[src/rtl/gate_test_sequencer_pkg.sv]
// Shared types and constants for the gate test sequencer: FSM state encoding,
// reference truth tables for the basic gate family and a small counter helper.
package gate_test_sequencer_pkg;

    typedef enum logic [1:0] {
        ST_IDLE   = 2'd0,
        ST_SETTLE = 2'd1,
        ST_SAMPLE = 2'd2,
        ST_DONE   = 2'd3
    } state_t;

    // Bit i holds the expected output for vector index i, where (a,b) = (i[0], i[1])
    localparam logic [3:0] TT_AND  = 4'b1000;
    localparam logic [3:0] TT_OR   = 4'b1110;
    localparam logic [3:0] TT_XOR  = 4'b0110;
    localparam logic [3:0] TT_NAND = 4'b0111;
    localparam logic [3:0] TT_NOR  = 4'b0001;

    localparam logic [1:0] LAST_IDX = 2'd3;
    localparam logic [2:0] MAX_ERR  = 3'd4;

    function automatic logic [2:0] err_inc(input logic [2:0] cnt);
        logic [2:0] res;
        if (cnt == MAX_ERR) begin
            res = cnt;
        end else begin
            res = cnt + 3'd1;
        end
        return res;
    endfunction

endpackage

[src/rtl/gate_test_sequencer_settle_timer.sv]
// Settle timer: cleared by load, counts while enabled, and flags expire when
// the count reaches SETTLE_CYCLES-1.
module gate_test_sequencer_settle_timer #(
    parameter int SETTLE_CYCLES = 4,
    parameter int CNT_W         = 8
) (
    input  logic clk,
    input  logic rst,
    input  logic load,
    input  logic en,
    output logic expire
);

    localparam logic [CNT_W-1:0] LAST_CNT = CNT_W'(SETTLE_CYCLES - 1);

    logic [CNT_W-1:0] cnt_q;
    logic [CNT_W-1:0] cnt_d;

    // Next count: load clears, enable increments, otherwise hold
    always_comb begin
        cnt_d = cnt_q;
        if (load) begin
            cnt_d = '0;
        end else if (en) begin
            cnt_d = cnt_q + CNT_W'(1);
        end else begin
            cnt_d = cnt_q;
        end
    end

    // Counter register
    always_ff @(posedge clk or posedge rst) begin
        if (rst) begin
            cnt_q <= '0;
        end else begin
            cnt_q <= cnt_d;
        end
    end

    assign expire = (cnt_q == LAST_CNT);

endmodule

[src/rtl/gate_test_sequencer.sv]
// Drives a 2-input gate through vectors 00,10,01,11, waits SETTLE_CYCLES per
// vector, samples gate_x and checks it against a captured 4-bit truth table.
module gate_test_sequencer
    import gate_test_sequencer_pkg::*;
#(
    parameter int SETTLE_CYCLES = 4,
    parameter int CNT_W         = 8
) (
    input  logic       clk,
    input  logic       rst,
    input  logic       start,
    input  logic [3:0] truth_table,
    input  logic       gate_x,
    output logic       gate_a,
    output logic       gate_b,
    output logic       busy,
    output logic       done,
    output logic       pass,
    output logic [2:0] err_count,
    output logic [3:0] fail_mask
);

    state_t     state_q, state_d;
    logic [1:0] idx_q, idx_d;
    logic [3:0] table_q, table_d;
    logic [2:0] err_q, err_d;
    logic [3:0] mask_q, mask_d;
    logic       gate_a_q, gate_a_d;
    logic       gate_b_q, gate_b_d;
    logic       busy_q, busy_d;
    logic       done_q, done_d;
    logic       pass_q, pass_d;
    logic       tmr_load_s;
    logic       tmr_en_s;
    logic       tmr_expire_s;

    gate_test_sequencer_settle_timer #(
        .SETTLE_CYCLES (SETTLE_CYCLES),
        .CNT_W         (CNT_W)
    ) u_settle_timer (
        .clk    (clk),
        .rst    (rst),
        .load   (tmr_load_s),
        .en     (tmr_en_s),
        .expire (tmr_expire_s)
    );

    // Next-state and registered-output computation
    always_comb begin
        state_d    = state_q;
        idx_d      = idx_q;
        table_d    = table_q;
        err_d      = err_q;
        mask_d     = mask_q;
        gate_a_d   = gate_a_q;
        gate_b_d   = gate_b_q;
        busy_d     = busy_q;
        done_d     = done_q;
        pass_d     = pass_q;
        tmr_load_s = 1'b1;
        tmr_en_s   = 1'b0;

        case (state_q)
            ST_IDLE, ST_DONE: begin
                if (start) begin
                    state_d  = ST_SETTLE;
                    table_d  = truth_table;
                    idx_d    = 2'd0;
                    err_d    = 3'd0;
                    mask_d   = 4'd0;
                    done_d   = 1'b0;
                    pass_d   = 1'b0;
                    busy_d   = 1'b1;
                    gate_a_d = 1'b0;
                    gate_b_d = 1'b0;
                end else begin
                    state_d = state_q;
                end
            end
            ST_SETTLE: begin
                tmr_load_s = 1'b0;
                tmr_en_s   = 1'b1;
                if (tmr_expire_s) begin
                    state_d = ST_SAMPLE;
                end else begin
                    state_d = ST_SETTLE;
                end
            end
            ST_SAMPLE: begin
                if (gate_x != table_q[idx_q]) begin
                    mask_d[idx_q] = 1'b1;
                    err_d         = err_inc(err_q);
                end else begin
                    err_d = err_q;
                end
                if (idx_q == LAST_IDX) begin
                    state_d  = ST_DONE;
                    busy_d   = 1'b0;
                    done_d   = 1'b1;
                    pass_d   = (err_d == 3'd0);
                    gate_a_d = 1'b0;
                    gate_b_d = 1'b0;
                end else begin
                    state_d  = ST_SETTLE;
                    idx_d    = idx_q + 2'd1;
                    gate_a_d = idx_d[0];
                    gate_b_d = idx_d[1];
                end
            end
            default: begin
                state_d  = ST_IDLE;
                busy_d   = 1'b0;
                done_d   = 1'b0;
                pass_d   = 1'b0;
                gate_a_d = 1'b0;
                gate_b_d = 1'b0;
            end
        endcase
    end

    // State and result registers
    always_ff @(posedge clk or posedge rst) begin
        if (rst) begin
            state_q  <= ST_IDLE;
            idx_q    <= 2'd0;
            table_q  <= 4'd0;
            err_q    <= 3'd0;
            mask_q   <= 4'd0;
            gate_a_q <= 1'b0;
            gate_b_q <= 1'b0;
            busy_q   <= 1'b0;
            done_q   <= 1'b0;
            pass_q   <= 1'b0;
        end else begin
            state_q  <= state_d;
            idx_q    <= idx_d;
            table_q  <= table_d;
            err_q    <= err_d;
            mask_q   <= mask_d;
            gate_a_q <= gate_a_d;
            gate_b_q <= gate_b_d;
            busy_q   <= busy_d;
            done_q   <= done_d;
            pass_q   <= pass_d;
        end
    end

    assign gate_a    = gate_a_q;
    assign gate_b    = gate_b_q;
    assign busy      = busy_q;
    assign done      = done_q;
    assign pass      = pass_q;
    assign err_count = err_q;
    assign fail_mask = mask_q;

endmodule

[config.mk]
export PLATFORM = sky130hd
export DESIGN_NAME = gate_test_sequencer
export DESIGN_NICKNAME = d
export VERILOG_FILES = /design/src/rtl/gate_test_sequencer_pkg.sv /design/src/rtl/gate_test_sequencer_settle_timer.sv /design/src/rtl/gate_test_sequencer.sv
export SDC_FILE = /design/constraint.sdc
export NUM_CORES = 1
export LEC_CHECK = 0
export CORE_MARGIN = 10
export CORE_UTILIZATION = 50
export CTS_CLUSTER_DIAMETER = 100
export DETAILED_ROUTE_END_ITERATION = 8
export GPL_ROUTABILITY_DRIVEN = 0
export HOLD_SLACK_MARGIN = 0.05
export PLACE_DENSITY = 0.76
export SYNTH_ARGS = -nofsm -noshare
export SYNTH_HDL_FRONTEND = slang
export SYNTH_SLANG_ARGS = --single-unit
export TNS_END_PERCENT = 100
[constraint.sdc]
create_clock -name clk -period 2.6 [get_ports clk]
set_input_delay 0.52 -clock clk [delete_from_list [all_inputs] [get_ports clk]]
set_output_delay 0.52 -clock clk [all_outputs]
set_load 0.05 [all_outputs]
Word-level counts from Yosys, hierarchy flattened:

Index checks and enable logic that the tools add are counted.

* add/sub/neg operators: 3
* magnitude comparators: 2
* eq/ne operators: 12
* muxes and demuxes: 34
* bitwise operators: 1
* reduce and logical (&&, ||, !) cells: 10

Operator list (count)
* $mux 8: 2
* $mux 3: 4
* $mux 1: 10
* $mux 2: 5
* $ne 2x2->1 const B: 5
* $pmux 1 s2: 5
* $reduce_and 3->1: 3
* $add 8x1->8 const B: 1
* $eq 8x2->1 const B: 1
* $mux 4: 2
* $pmux 4 s2: 1
* $eq 2x2->1 const B: 3
* $pmux 2 s3: 1
* $pmux 3 s2: 1
* $or 4x4->4: 1
* $pmux 2 s2: 1
* $reduce_and 2->1: 2
* $add 3x1->3 const B: 1
* $eq 3x3->1 const B: 1
* $logic_not 3->1: 1
* $lt 2x3->1 const B: 1
* $add 2x1->2 const B: 1
* $bmux 1 s2: 1
* $demux 1 s2: 1
* 7 further kinds: 7

* bits in registers: 28
* input port bits: 8
* output and inout bits: 12
* word-level logic and storage cells: 73

Logic depth before layout (Yosys ltp):

* depth after elaboration: 8
* mapped depth: 7
* depth with buffers taken out: 6

Modules after synthesis:

A second synthesis with hierarchy kept.

* cells, all modules: 155
* area, all modules: 1555.2 µm²

By module, submodules not included
* gate_test_sequencer: times used 1, cells each 113, area each 1138.6 µm², sequential area each 500.5 µm²
* gate_test_sequencer_settle_timer: times used 1, cells each 42, area each 416.6 µm², sequential area each 200.2 µm²

Worst setup path before layout:

Ideal clock, no wire load.

* kind: register to register
* from: register idx_q[0]
* to: register pass_q (netlist: pass)
* setup time: 122 ps
* data arrival time: 1722 ps
* slack: 756 ps
* stages on the path, launching flop included: 6
* clock period less this slack: 1844 ps
* path through: dfrtp_1 mux4_2 xnor2_4 a21oi_1 xnor2_1 a32o_1

* cells in the longest elaborated chain, start to end: 8
* elaborated cells on any way between the ends: 11
* classes of those cells: eq/ne: 3; mux: 6; reduce/logical: 2

RTL lines
* start, declared: line gate_test_sequencer.sv:24 `logic [1:0] idx_q, idx_d;`
* start signal, assigned: line gate_test_sequencer.sv:136 `idx_q <= idx_d;`
* $bmux 1 s2: line gate_test_sequencer.sv:90 `if (gate_x != table_q[idx_q]) begin`
* $mux 1 (implied by the code): line gate_test_sequencer.sv:90
* $ne 1x1->1: line gate_test_sequencer.sv:90
* $mux 3: line gate_test_sequencer.sv:90
* $mux 3: line gate_test_sequencer.sv:63 `case (state_q)`
* $logic_not 3->1: line gate_test_sequencer.sv:100 `pass_d = (err_d == 3'd0);`
* $mux 1: line gate_test_sequencer.sv:96 `if (idx_q == LAST_IDX) begin`
* $pmux 1 s2: line gate_test_sequencer.sv:63
* end signal, assigned: line gate_test_sequencer.sv:144 `pass_q <= pass_d;`
* end, declared: line gate_test_sequencer.sv:32 `logic pass_q, pass_d;`

Several ways; a longest one is shown, not always the timed one. The select of a mux whose other input is x is not followed.
A chain may end at the register's enable or synchronous reset.

Worst setup path after layout:

* from: register err_q[1] (netlist: err_count[1])
* to: output port err_count[1]

RTL lines
* start, declared: line gate_test_sequencer.sv:26 `logic [2:0] err_q, err_d;`
* start signal, assigned: line gate_test_sequencer.sv:138 `err_q <= err_d;`
* end, declared: line gate_test_sequencer.sv:19 `output logic [2:0] err_count,`

No word-level cell between the ends.

==> reports/results.ini <==
[worst_setup_path]
worstPathCellList=clkdlybuf4s50_1
worst-path-buf-inv=1
critical_path_class=reg2out
r2r-start=idx_q[0]$_DFFE_PP0P_
cp-end-kind=primary output
cp_slowest_stage_delay_ns=0.87
cp_top_family=buffers and inverters
rrSetupSlack_ns=0.55
critPathArrivalTime_ns=1.71
r2r_end=pass$_DFFE_PP0P_
cp.required_ns=2.08
worstRegToRegCells=5
startpoint_type=flip-flop
cp_max_fo=6
cp_slowest_cell=clkdlybuf4s50_1

[place]
place_hpwl_um=2334
placed_cells=188
pre_cts_ws_ns=0.4245
placed_cell_area_um2=1707
port_buffers=19

[sta]
setup_slack_ns=0.3738
slew_viol_final=0
setup_violations=0
max_clock_freq_mhz=449.2
setup-tns-final_ns=0
skew_ns=0.007988
rsz0062_at_grt=false
holdWs_ns=0.4671
tightestPinTransition_ns=0.5127
hold_viol=0
period_share=0.8562
relSlewSlack=0.6571
min_period_ns=2.226

[power]
total_power_mw=1.489
power_density_nw_per_um2=861.0
p_leak_nw=0.7625
ir_drop_v=0.0004885

[logic_synthesis]
yosysWarnings=0
synth_fp_nets=157
synth-async-reset-ratio=1.000
yosysSeqAreaShare=0.4718
synth_cells=140
synth-edff-count=0
yosys_register_bits=28
synth_cell_types=35
yosys.area.top_type_share=0.4718
synth.most_common_cell=dfrtp_1
syn_area_um2=1485
synth_common_cells=dfrtp_1, inv_1, ha_1, nand2_1, a21oi_1
synth_flop_cell=dfrtp_1
synth.avg_cell_area_um2=10.61
yosys.area.top_type=dfrtp_1
yosys-top-cells-area=dfrtp_1, ha_1, mux2_2, xnor2_1, inv_1

[finish]
area_delta_synth_final_pct=16.43
fillers=224
fin_nets=179
drive_above_1_share=0.08125
fin_cells=191
fin_area_um2=1729
n_antenna_cell=0
final_util=0.6164

[job]
maxCapViolCount=0

[route]
vias=1066
wl_um=2978
post-route-drc-count=0
vias_per_cell=5.581
ant_nets=0
avgRoutedWirePerCell_um=15.59
drt_iter0_drc=94
drtPass1Iterations=4

[cts]
ctsHoldBuffers=0
cts_buffers=3
cts_setup_buffers=0
cts_tree=done
clockRootBuffer=clkbuf_4
htree_num_levels=1
clk_path_buf_depth=2
cts.sinks=28
insertion_delay_ns=0.33
cts_resized=0
path_clk_slew_ns=0.13

[floorplan]
rows=19
start_util=0.5294
core_um2=2805
dieArea_um2=5550
pin_count=20
die_y_um=74.50
die_w_um=74.50

[grt]
grt_pass1_vias=1108
grt_first_pass_wirelength_um=5264
groute.usage.overall=0.1211
antenna_found_initial=0
overflow=0
grt_max_degree=29

[run_status]
status=completed

[worst_hold_path]
min_path_cells=1
worstHoldEndpoint=u_settle_timer.cnt_q[0]$_DFF_PP0_
holdCritPathClass=reg2reg
hp-start=u_settle_timer.cnt_q[0]$_DFF_PP0_

==> power by group <==
part / internal (mW) / switching [mW] / leakage [nW]
registers: 0.532 / 0.0884 / 0.369
clock network: 0.0545 / 0.123 / 0.0138
logic: 0.289 / 0.401 / 0.379
total: 0.876 / 0.613 / 0.763
==> logic make-up (layout without fill, tap and decap cells) <==
| logic type | count (synthesis) | count (layout) | share of synthesized area |
|---|---|---|---|
| AND/OR/NAND/NOR | 42 | 42 | 0.1441 |
| AO/OA/AOI/OAI | 30 | 30 | 0.1390 |
| flip-flops | 28 | 28 | 0.4718 |
| buffers and inverters | 14 | 34 | 0.03791 |
| adder cells (fa/ha/maj) | 9 | 9 | 0.07582 |
| XOR/XNOR | 9 | 9 | 0.06572 |
| multiplexers | 8 | 8 | 0.06571 |
==> worst register-to-register path, cell delays in order (launching register included) <==
cell,delay (ns)
dfrtp_1,0.52
mux4_2,0.61
xnor2_4,0.28
nor2_2,0.08
a2111oi_2,0.28
a32o_1,0.21
==> metal layers <==
metal	global-route usage	wire length, um
met1	0.1424	1295
met2	0.1902	1378
met3	0.03989	231
met4	0.06933	73
met5	0	0
==> layout make-up <==
cell class,instances,area [um^2],share of cell area
Clock buffer,3,22.52,0.01302
Inverter,11,41.29,0.02388
Multi-Input combinational cell,98,728.2,0.4211
Sequential cell,28,700.7,0.4052
Tap cell,31,38.79,0.02243
Timing Repair Buffer,20,197.7,0.1143
==> sequential cells by signal, summed over array words and instances (netlist names) <==
name and count:
err_count 3, gate_a 1, state_q 2, idx_q 2, fail_mask 4, u_settle_timer.cnt_q 8
busy 1, gate_b 1, done 1, table_q 4, pass 1
==> layout by cell type (no fill, tap or decap), types with 2 or more instances in the layout <==
master           synthesis  final
dfrtp_1                 28     28
clkdlybuf4s50_1          0     19
inv_1                   11     11
nand2_1                  9      9
ha_1                     9      9
a21oi_1                  8      8
nor2_1                   7      7
nand3_1                  6      6
and2_1                   6      6
o21ai_0                  5      5
xnor2_1                  5      5
nand2b_1                 4      4
mux2_2                   4      4
nor2b_1                  3      3
mux2i_1                  3      3
xor2_1                   3      3
and3_1                   3      3
clkbuf_4                 0      3
nor3_1                   2      2
a22o_1                   2      2
o22ai_1                  2      2
a21o_1                   2      2
a32o_1                   2      2
a22oi_1                  2      2
==> how the worst max path moves through the flow <==
stage / start / endpoint / slack (ns) / cells after the start
2_1_floorplan: idx_q[0]$_DFFE_PP0P_ / pass$_DFFE_PP0P_ / 0.76 / 5
3_3_place_gp: start / pass$_DFFE_PP0P_ / 0.53 / 5
3_5_place_dp: start / pass$_DFFE_PP0P_ / 0.42 / 5
4_1_cts: err_count[1]$_DFFE_PP0P_ / err_count[1] / 0.39 / 1
5_1_grt: err_count[1]$_DFFE_PP0P_ / err_count[1] / 0.33 / 1
6_report: err_count[1]$_DFFE_PP0P_ / err_count[1] / 0.37 / 1
No activity file was read; power rests on OpenSTA's default activity.
